==> src/rtl/alu_ctrl_fsm.sv <==
// Multi-cycle control FSM for the ALU/datapath: fetch, decode, execute,
// memory access and write-back sequencing with a memory-handshake timeout trap.
module alu_ctrl_fsm #(
   parameter int MEM_TIMEOUT = 255
) (
   input  logic       i_clk,
   input  logic       i_rst,
   input  logic [5:0] i_opcode,
   input  logic [5:0] i_funct,
   input  logic       i_zero,
   input  logic       i_sign,
   input  logic       i_mem_ready,
   output logic [2:0] o_alu_op,
   output logic       o_alu_src_a,
   output logic [1:0] o_alu_src_b,
   output logic       o_shamt_sel,
   output logic       o_ir_write,
   output logic       o_pc_write,
   output logic       o_mem_read,
   output logic       o_mem_write,
   output logic       o_reg_write,
   output logic       o_reg_dst,
   output logic       o_mem_to_reg,
   output logic [1:0] o_pc_src,
   output logic       o_illegal,
   output logic [3:0] o_state
);

   localparam int CNT_W = (MEM_TIMEOUT > 1) ? $clog2(MEM_TIMEOUT) : 1;
   localparam logic [CNT_W-1:0] LIMIT = CNT_W'((MEM_TIMEOUT > 0) ? MEM_TIMEOUT - 1 : 0);

   localparam logic [5:0] OP_RTYPE = 6'h00, OP_BLTZ = 6'h01, OP_J     = 6'h02,
                          OP_BEQ   = 6'h04, OP_BNE  = 6'h05, OP_ADDI  = 6'h08,
                          OP_ADDIU = 6'h09, OP_SLTI = 6'h0A, OP_SLTIU = 6'h0B,
                          OP_ANDI  = 6'h0C, OP_ORI  = 6'h0D, OP_XORI  = 6'h0E,
                          OP_LW    = 6'h23, OP_SW   = 6'h2B;

   typedef enum logic [3:0] {
      S_FETCH    = 4'd0,
      S_DECODE   = 4'd1,
      S_EXEC_R   = 4'd2,
      S_EXEC_I   = 4'd3,
      S_WB_ALU   = 4'd4,
      S_MEM_ADDR = 4'd5,
      S_MEM_RD   = 4'd6,
      S_WB_MEM   = 4'd7,
      S_MEM_WR   = 4'd8,
      S_BRANCH   = 4'd9,
      S_JUMP     = 4'd10,
      S_TRAP     = 4'd11
   } state_t;

   state_t           r_state;
   state_t           w_next;
   logic [5:0]       r_op;
   logic [5:0]       r_funct;
   logic             r_illegal;
   logic [CNT_W-1:0] r_cnt;
   logic [3:0]       w_rdec;
   logic [4:0]       w_idec;
   logic             w_wait;
   logic             w_tmo;
   logic             w_taken;

   // R-type funct -> {legal, alu_op}
   function automatic logic [3:0] f_rdecode(input logic [5:0] fn);
      case (fn)
         6'h20, 6'h21: f_rdecode = {1'b1, 3'b000};
         6'h22, 6'h23: f_rdecode = {1'b1, 3'b001};
         6'h24:        f_rdecode = {1'b1, 3'b110};
         6'h25:        f_rdecode = {1'b1, 3'b101};
         6'h26:        f_rdecode = {1'b1, 3'b111};
         6'h2A:        f_rdecode = {1'b1, 3'b011};
         6'h2B:        f_rdecode = {1'b1, 3'b010};
         6'h00:        f_rdecode = {1'b1, 3'b100};
         default:      f_rdecode = {1'b0, 3'b000};
      endcase
   endfunction

   // I-type opcode -> {alu_op, alu_src_b}; logical ops use zero-extended immediates
   function automatic logic [4:0] f_idecode(input logic [5:0] op);
      case (op)
         OP_SLTI:  f_idecode = {3'b011, 2'b10};
         OP_SLTIU: f_idecode = {3'b010, 2'b10};
         OP_ANDI:  f_idecode = {3'b110, 2'b11};
         OP_ORI:   f_idecode = {3'b101, 2'b11};
         OP_XORI:  f_idecode = {3'b111, 2'b11};
         default:  f_idecode = {3'b000, 2'b10};
      endcase
   endfunction

   // State, sticky trap flag and wait-state timeout counter
   always_ff @(posedge i_clk) begin
      if (i_rst) begin
         r_state   <= S_FETCH;
         r_illegal <= 1'b0;
         r_cnt     <= '0;
      end else begin
         r_state <= w_next;
         if (w_next == S_TRAP) r_illegal <= 1'b1;
         // any state change restarts the count, which covers every entry into a wait state
         if (w_next != r_state) r_cnt <= '0;
         else if (w_wait && !i_mem_ready) r_cnt <= r_cnt + 1'b1;
      end
   end

   // Capture the instruction class/op at DECODE for the later states
   always_ff @(posedge i_clk) begin
      if (r_state == S_DECODE) begin
         r_op    <= i_opcode;
         r_funct <= i_funct;
      end
   end

   // Next-state decode and Moore outputs; everything is held low during reset
   always_comb begin
      w_next       = r_state;
      w_rdec       = f_rdecode(r_funct);
      w_idec       = f_idecode(r_op);
      w_wait       = (r_state == S_FETCH) || (r_state == S_MEM_RD) || (r_state == S_MEM_WR);
      w_tmo        = (MEM_TIMEOUT != 0) && w_wait && !i_mem_ready && (r_cnt == LIMIT);
      w_taken      = ((r_op == OP_BEQ) && i_zero) || ((r_op == OP_BNE) && !i_zero) ||
                     ((r_op == OP_BLTZ) && i_sign);
      o_alu_op     = 3'b000;
      o_alu_src_a  = 1'b0;
      o_alu_src_b  = 2'b00;
      o_shamt_sel  = 1'b0;
      o_ir_write   = 1'b0;
      o_pc_write   = 1'b0;
      o_mem_read   = 1'b0;
      o_mem_write  = 1'b0;
      o_reg_write  = 1'b0;
      o_reg_dst    = 1'b0;
      o_mem_to_reg = 1'b0;
      o_pc_src     = 2'b00;
      o_illegal    = r_illegal;
      o_state      = r_state;
      case (r_state)
         S_FETCH: begin
            o_mem_read  = 1'b1;
            o_alu_src_b = 2'b01;
            if (i_mem_ready) begin
               o_ir_write = 1'b1;
               o_pc_write = 1'b1;
               w_next     = S_DECODE;
            end else if (w_tmo) begin
               w_next = S_TRAP;
            end
         end
         S_DECODE: begin
            o_alu_src_b = 2'b10;
            case (i_opcode)
               OP_RTYPE:                            w_next = S_EXEC_R;
               OP_ADDI, OP_ADDIU, OP_SLTI, OP_SLTIU,
               OP_ANDI, OP_ORI, OP_XORI:            w_next = S_EXEC_I;
               OP_LW, OP_SW:                        w_next = S_MEM_ADDR;
               OP_BEQ, OP_BNE, OP_BLTZ:             w_next = S_BRANCH;
               OP_J:                                w_next = S_JUMP;
               default:                             w_next = S_TRAP;
            endcase
         end
         S_EXEC_R: begin
            o_alu_src_a = 1'b1;
            o_alu_op    = w_rdec[2:0];
            o_shamt_sel = (r_funct == 6'h00);
            w_next      = w_rdec[3] ? S_WB_ALU : S_TRAP;
         end
         S_EXEC_I: begin
            o_alu_src_a = 1'b1;
            o_alu_op    = w_idec[4:2];
            o_alu_src_b = w_idec[1:0];
            w_next      = S_WB_ALU;
         end
         S_WB_ALU: begin
            o_reg_write = 1'b1;
            o_reg_dst   = (r_op == OP_RTYPE);
            w_next      = S_FETCH;
         end
         S_MEM_ADDR: begin
            o_alu_src_a = 1'b1;
            o_alu_src_b = 2'b10;
            w_next      = (r_op == OP_LW) ? S_MEM_RD : S_MEM_WR;
         end
         S_MEM_RD: begin
            o_mem_read = 1'b1;
            if (i_mem_ready) w_next = S_WB_MEM;
            else if (w_tmo)  w_next = S_TRAP;
         end
         S_WB_MEM: begin
            o_reg_write  = 1'b1;
            o_mem_to_reg = 1'b1;
            w_next       = S_FETCH;
         end
         S_MEM_WR: begin
            o_mem_write = 1'b1;
            if (i_mem_ready) w_next = S_FETCH;
            else if (w_tmo)  w_next = S_TRAP;
         end
         S_BRANCH: begin
            o_alu_src_a = 1'b1;
            o_alu_op    = 3'b001;
            o_pc_src    = 2'b01;
            o_pc_write  = w_taken;
            w_next      = S_FETCH;
         end
         S_JUMP: begin
            o_pc_src   = 2'b10;
            o_pc_write = 1'b1;
            w_next     = S_FETCH;
         end
         S_TRAP:  w_next = S_TRAP;
         default: w_next = S_TRAP;
      endcase
      if (i_rst) begin
         o_alu_op     = 3'b000;
         o_alu_src_a  = 1'b0;
         o_alu_src_b  = 2'b00;
         o_shamt_sel  = 1'b0;
         o_ir_write   = 1'b0;
         o_pc_write   = 1'b0;
         o_mem_read   = 1'b0;
         o_mem_write  = 1'b0;
         o_reg_write  = 1'b0;
         o_reg_dst    = 1'b0;
         o_mem_to_reg = 1'b0;
         o_pc_src     = 2'b00;
         o_illegal    = 1'b0;
         o_state      = 4'd0;
      end
   end

endmodule

==> config.mk <==
export PLATFORM = sky130hd
export DESIGN_NAME = alu_ctrl_fsm
export DESIGN_NICKNAME = d
export VERILOG_FILES = /design/src/rtl/alu_ctrl_fsm.sv
export SDC_FILE = /design/constraint.sdc
export NUM_CORES = 1
export LEC_CHECK = 0
export CORE_ASPECT_RATIO = 0.75
export CORE_UTILIZATION = 35
export CTS_CLUSTER_DIAMETER = 40
export DETAILED_ROUTE_END_ITERATION = 6
export SYNTH_ARGS = -nofsm -noshare
export SYNTH_HDL_FRONTEND = slang
export SYNTH_SLANG_ARGS = --single-unit
==> constraint.sdc <==
create_clock -name i_clk -period 1.7 [get_ports i_clk]
set_input_delay 0.34 -clock i_clk [delete_from_list [all_inputs] [get_ports i_clk]]
set_output_delay 0.34 -clock i_clk [all_outputs]
set_load 0.02 [all_outputs]
* Yosys cells after proc, flatten, opt, wreduce, memory -nomap -nowiden
Memory sizes are Yosys's and may differ from the RTL's. Cells that the tools add are included.
Operators by class: add/subtract/negate cells 1, equality and inequality tests 31, muxes and demuxes 36, reduce and logical (&&, ||, !) cells 22
Operators by type and width (number):
- $pmux W4 S8 | 2
- $eq A6 B6 Y1 const B | 10
- $eq A6 B4 Y1 const B | 5
- $mux W4 | 7
- $pmux W5 S5 | 1
- $mux W1 | 19
- $eq A4 B3 Y1 const B | 4
- $eq A4 B4 Y1 const B | 4
- $eq A6 B3 Y1 const B | 2
- $logic_not A6 Y1 | 2
- $reduce_or A2 Y1 | 6
- $pmux W3 S3 | 1
- $add A8 B1 Y8 const B | 1
- $eq A4 B2 Y1 const B | 2
- $eq A8 B8 Y1 const B | 1
- $reduce_or A4 Y1 | 2
- $eq A6 B1 Y1 const B | 1
- $pmux W2 S3 | 1
- $logic_and A1 B1 Y1 | 5
- $eq A4 B1 Y1 const B | 1
- $logic_not A4 Y1 | 1
- $logic_or A1 B1 Y1 | 4
- $mux W2 | 2
- $ne A4 B4 Y1 | 1
- 4 further kinds | 5
Word-level totals: register bits after elaboration 25, ROM bits 256, input bits 17, output and inout port bits 21, logic and storage cells 96, memories 1
Memory list:
- (no name shown) | words 64, bits a word 4, read ports 1, clocked after Yosys merged registers in 0, wr ports 0, line 152 | case (i_opcode)

* Longest topological paths before layout
depth in word-level cells 10, depth in mapped cells 8, depth with buffers taken out 7

* Worst setup path after synthesis
No wires, ideal clock.
path type reg-to-output, start register r_state[2], end output port o_alu_op[2], arrival 1804 ps, required time 1360 ps, path slack -444 ps, cell stages (with the launch flop) 6, path buffers 1, cell sequence dfxtp_1 > buf_6 > or2_2 > or3_1 > or3_1 > a21oi_1
On the way: word-level cells in the longest chain between the ends 3, elaborated cells on any way between the ends 5
RTL lines:
- start, declared | line 53 | state_t r_state;
- start signal, assigned | line 99 | r_state <= w_next;
- $eq A4 B4 Y1 / $eq A4 B2 Y1 (equally long branches) | line 138 | case (r_state)
- $pmux W3 S3 (*) | line 138
- $mux W3 (*) | line 214 | if (i_rst) begin
- end, declared | line 13 | output logic [2:0] o_alu_op,
Mark *: on every way between the ends. The rest lies on a longest branch, timed or not.

* Worst setup path after layout
start register r_state[3], end output port o_alu_op[2]
Same word-level chain as after synthesis.

==> metrics.txt <==
outcome finished with violations; failing checks DRC, setup timing; Syn Inst Count 214; Layout Cell Area excl Fill between 3000 and 4000 um2; DRC viols 3; Worst setup SP type flip-flop; CTS sink cnt 25; Clock Tree Root clkbuf_8; grt ovf 0; max cap viols 0; RSZ-0062 raised after global routing yes; endpoint class of the critical path primary output; Mapped Avg Cell Area ~8.4 um2; Power Dens Cells 1570 nW/um2; Worst Path Max Fanout 3; initial antenna violation count 0; die extent in y between 60 and 70 um; max frequency about 460 MHz; Boundary Pins 38; R2R Setup Slk -0.44 ns; Final period util 129%; P_leak approximately 1.5 nW; Initial Utilization ~37%; Max Root-Sink Buffers 2; FF+latch count, synth 25; TritonCTS clock tree yes; GPL Wtd Cong 0.877; Die Area 5460 um2; minimum clock period approximately 2.2 ns; total CTS buffers 3; part of the Yosys area used for sequential elements around a third; Port Buffer Count 37; Fin Setup TNS -7.29 ns; vias in the first global route around 1900; Worst Max-Slew Pin Slew around 0.36 ns; Total GRT Usage 21.8%; Post-synth ARST share 0%; proportion of layout cells with a drive suffix above 1 between 60% and 70%; CP Class flip-flop to primary output; Reg-to-Reg End r_cnt[6]$_SDFFE_PP0P_; Setup Viol. Count Final 26; mapped cell area approximately 1800 um2; DRT iter0 DRCs 115; remaining antenna violation count after routing 0; Slew Viols, Final 0; area growth from synthesis to layout 95.2%; dpl hpwl about 4.2 mm; later-pin clock latency in the skew report 0.27 ns; number of cells on the worst reg-to-reg path 7; Final Util between 70% and 80%; FF-to-FF Start r_state[3]$_SDFF_PP0_; Via density 5.35; Critical Path End o_alu_op[2]; Worst EP required around 1.4 ns; first-pass GRT wire length about 9.5 mm; chip width 85.0 um; Reg clk slew, reported paths 0.09 ns; drt pass-1 iters 6; final hold violation count 0; final setup skew a little over 0.006 ns; VDD IR max 0.728 mV; Cell variety after synth 56; vias around 2100; Layout Nets between 300 and 400; DP Area around 2800 um2; H-tree depth 1; ant diodes 0; setup slack after layout -0.492 ns; critical path launch point r_state[3]$_SDFF_PP0_; Slew HR between 70% and 80%; Data arrival, critical path 1.85 ns; Cell Rows 22; Final Power between 0.005 and 0.006 W; Post-synth EDFFs 12; Hold WC Path Type flip-flop to flip-flop; hold buffers post-CTS 0; Main synth FF type dfxtp_1; Mapped Nets 233; Post-Route WL between 6 and 7 mm; Avg WL per Cell between 15 and 20 um; core area ~5000 um2; largest net degree at the start of global routing 18; Syn. warnings 0
[flip-flops by register name (all words and copies together), names as in the netlist]
signal     cells
r_cnt          8
r_state        4
r_funct        6
r_illegal      1
r_op           6
[cell usage after synthesis (all sizes together) (2+ instances only)]
cell type  number  area (um2)
a211o           2        17.5
a211oi          4        47.5
a21o            4        30.0
a21oi          14        73.8
a221oi          2        17.5
a31oi           6        43.8
a32oi           2        17.5
and2            2        12.5
and3            5        31.3
and4            2        17.5
buf             8        52.5
clkbuf          5        18.8
dfxtp          13         260
edfxtp         12         360
ha              2        25.0
inv             8        30.0
mux2i           2        20.0
nand2          18        75.1
nand2b          6        37.5
nand3           7        35.0
nand3b          3        35.0
nand4           3        25.0
nor2           15        56.3
nor2b           8        50.1
nor3           12        60.1
nor3b           6        45.0
nor4            5        31.3
o21ai           9        45.0
o21bai          2        15.0
or2             2        15.0
or3             7        43.8
xnor2           4        35.0
xor2            3        26.3
[layer usage]
layer  routed length, um  share of wire [%]  vias up  track usage, %
met1                2950                 46     1009            31.5
met4                  51               0.80        0            3.18
met5                   0                  0        -               0
met2                3110                 49       57            36.3
li1                    -                  -     1046               -
met3                 246                3.9        6            1.55
[critical path, cell delays in order, from the launching register on]
cell and delay, ns:
dfxtp_4 0.37, or2_4 0.25, or3_4 0.33, or3_4 0.38, a21oi_4 0.12, buf_6 0.12
[per-stage QoR]
step / hold WS [ns] / setup WS, ns / instances
after floorplan: 0.439 / -0.217 / 214
after global placement: 0.553 / -0.683 / 362
after detailed placement: 0.557 / -0.703 / 362
after CTS: 0.604 / -0.518 / 378
after global routing: 0.620 / -0.564 / 396
final: 0.604 / -0.492 / 396
[logic make-up (layout without fill, tap and decap cells)]
| kind of cell | Yosys count | after routing | share of synthesized area (%) |
|---|---|---|---|
| simple gates | 104 | 104 | 33.2 |
| fa+ha+maj | 2 | 2 | 1.38 |
| buf+inv | 21 | 143 | 5.61 |
| xor+xnor | 7 | 7 | 3.39 |
| flops | 25 | 25 | 34.3 |
| compound gates | 53 | 53 | 20.9 |
| mux | 2 | 2 | 1.11 |
[area by class of cell]
class / count / area [um2]
Clock buffer: 3 / 41.3
Timing Repair Buffer: 131 / 1220
Clock inverter: 1 / 5.00
Sequential cell: 25 / 633
Inverter: 8 / 32.5
Multi-Input combinational cell: 168 / 1520
Tap cell: 60 / 75.1
Fill cell: 361 / 1400
[worst min-delay path by stage]
stage	startpoint	endpoint	slack, ns	depth (start not counted)
global placement	r_cnt[5]$_SDFFE_PP0P_	r_cnt[5]$_SDFFE_PP0P_	0.55	2
floorplan	i_funct[0]	r_funct[0]$_DFFE_PP_	0.44	0
global route	i_funct[5]	r_funct[5]$_DFFE_PP_	0.62	1
CTS	r_cnt[7]$_SDFFE_PP0P_	r_cnt[7]$_SDFFE_PP0P_	0.60	2
detailed placement	r_cnt[7]$_SDFFE_PP0P_	r_cnt[7]$_SDFFE_PP0P_	0.56	2
finish	r_cnt[7]$_SDFFE_PP0P_	r_cnt[7]$_SDFFE_PP0P_	0.60	2
[cell usage in the layout (no fill, tap or decap), types with 4 or more instances in the layout]
cell / Yosys / layout
buf_4: 3 / 70
buf_6: 1 / 33
clkdlybuf4s50_1: 0 / 15
nand2_1: 17 / 14
edfxtp_1: 12 / 12
nor3_2: 0 / 11
a21oi_2: 1 / 9
nor2_1: 15 / 9
dfxtp_1: 13 / 9
inv_1: 8 / 6
nand3_1: 7 / 6
o21ai_0: 8 / 6
or3_4: 0 / 5
buf_8: 0 / 5
nor2_4: 0 / 4
nor2b_1: 8 / 4
a31oi_1: 5 / 4
xnor2_1: 4 / 4
[timing repair]
item,CTS,global route
pin swaps,13,24
gates cloned,0,1
endpoints found under the setup margin,46,45
resized for setup,169,65
buffers inserted,12,21
[power breakdown]
| group | switching [W] | internal (W) | total (W) |
|---|---|---|---|
| clock network | 0.000193 | 0.000164 | 0.000357 |
| logic | 0.00202 | 0.00219 | 0.00421 |
| registers | 0.000147 | 0.000840 | 0.000987 |
| total | 0.00236 | 0.00320 | 0.00555 |
No activity file was read; power rests on OpenSTA's default activity.
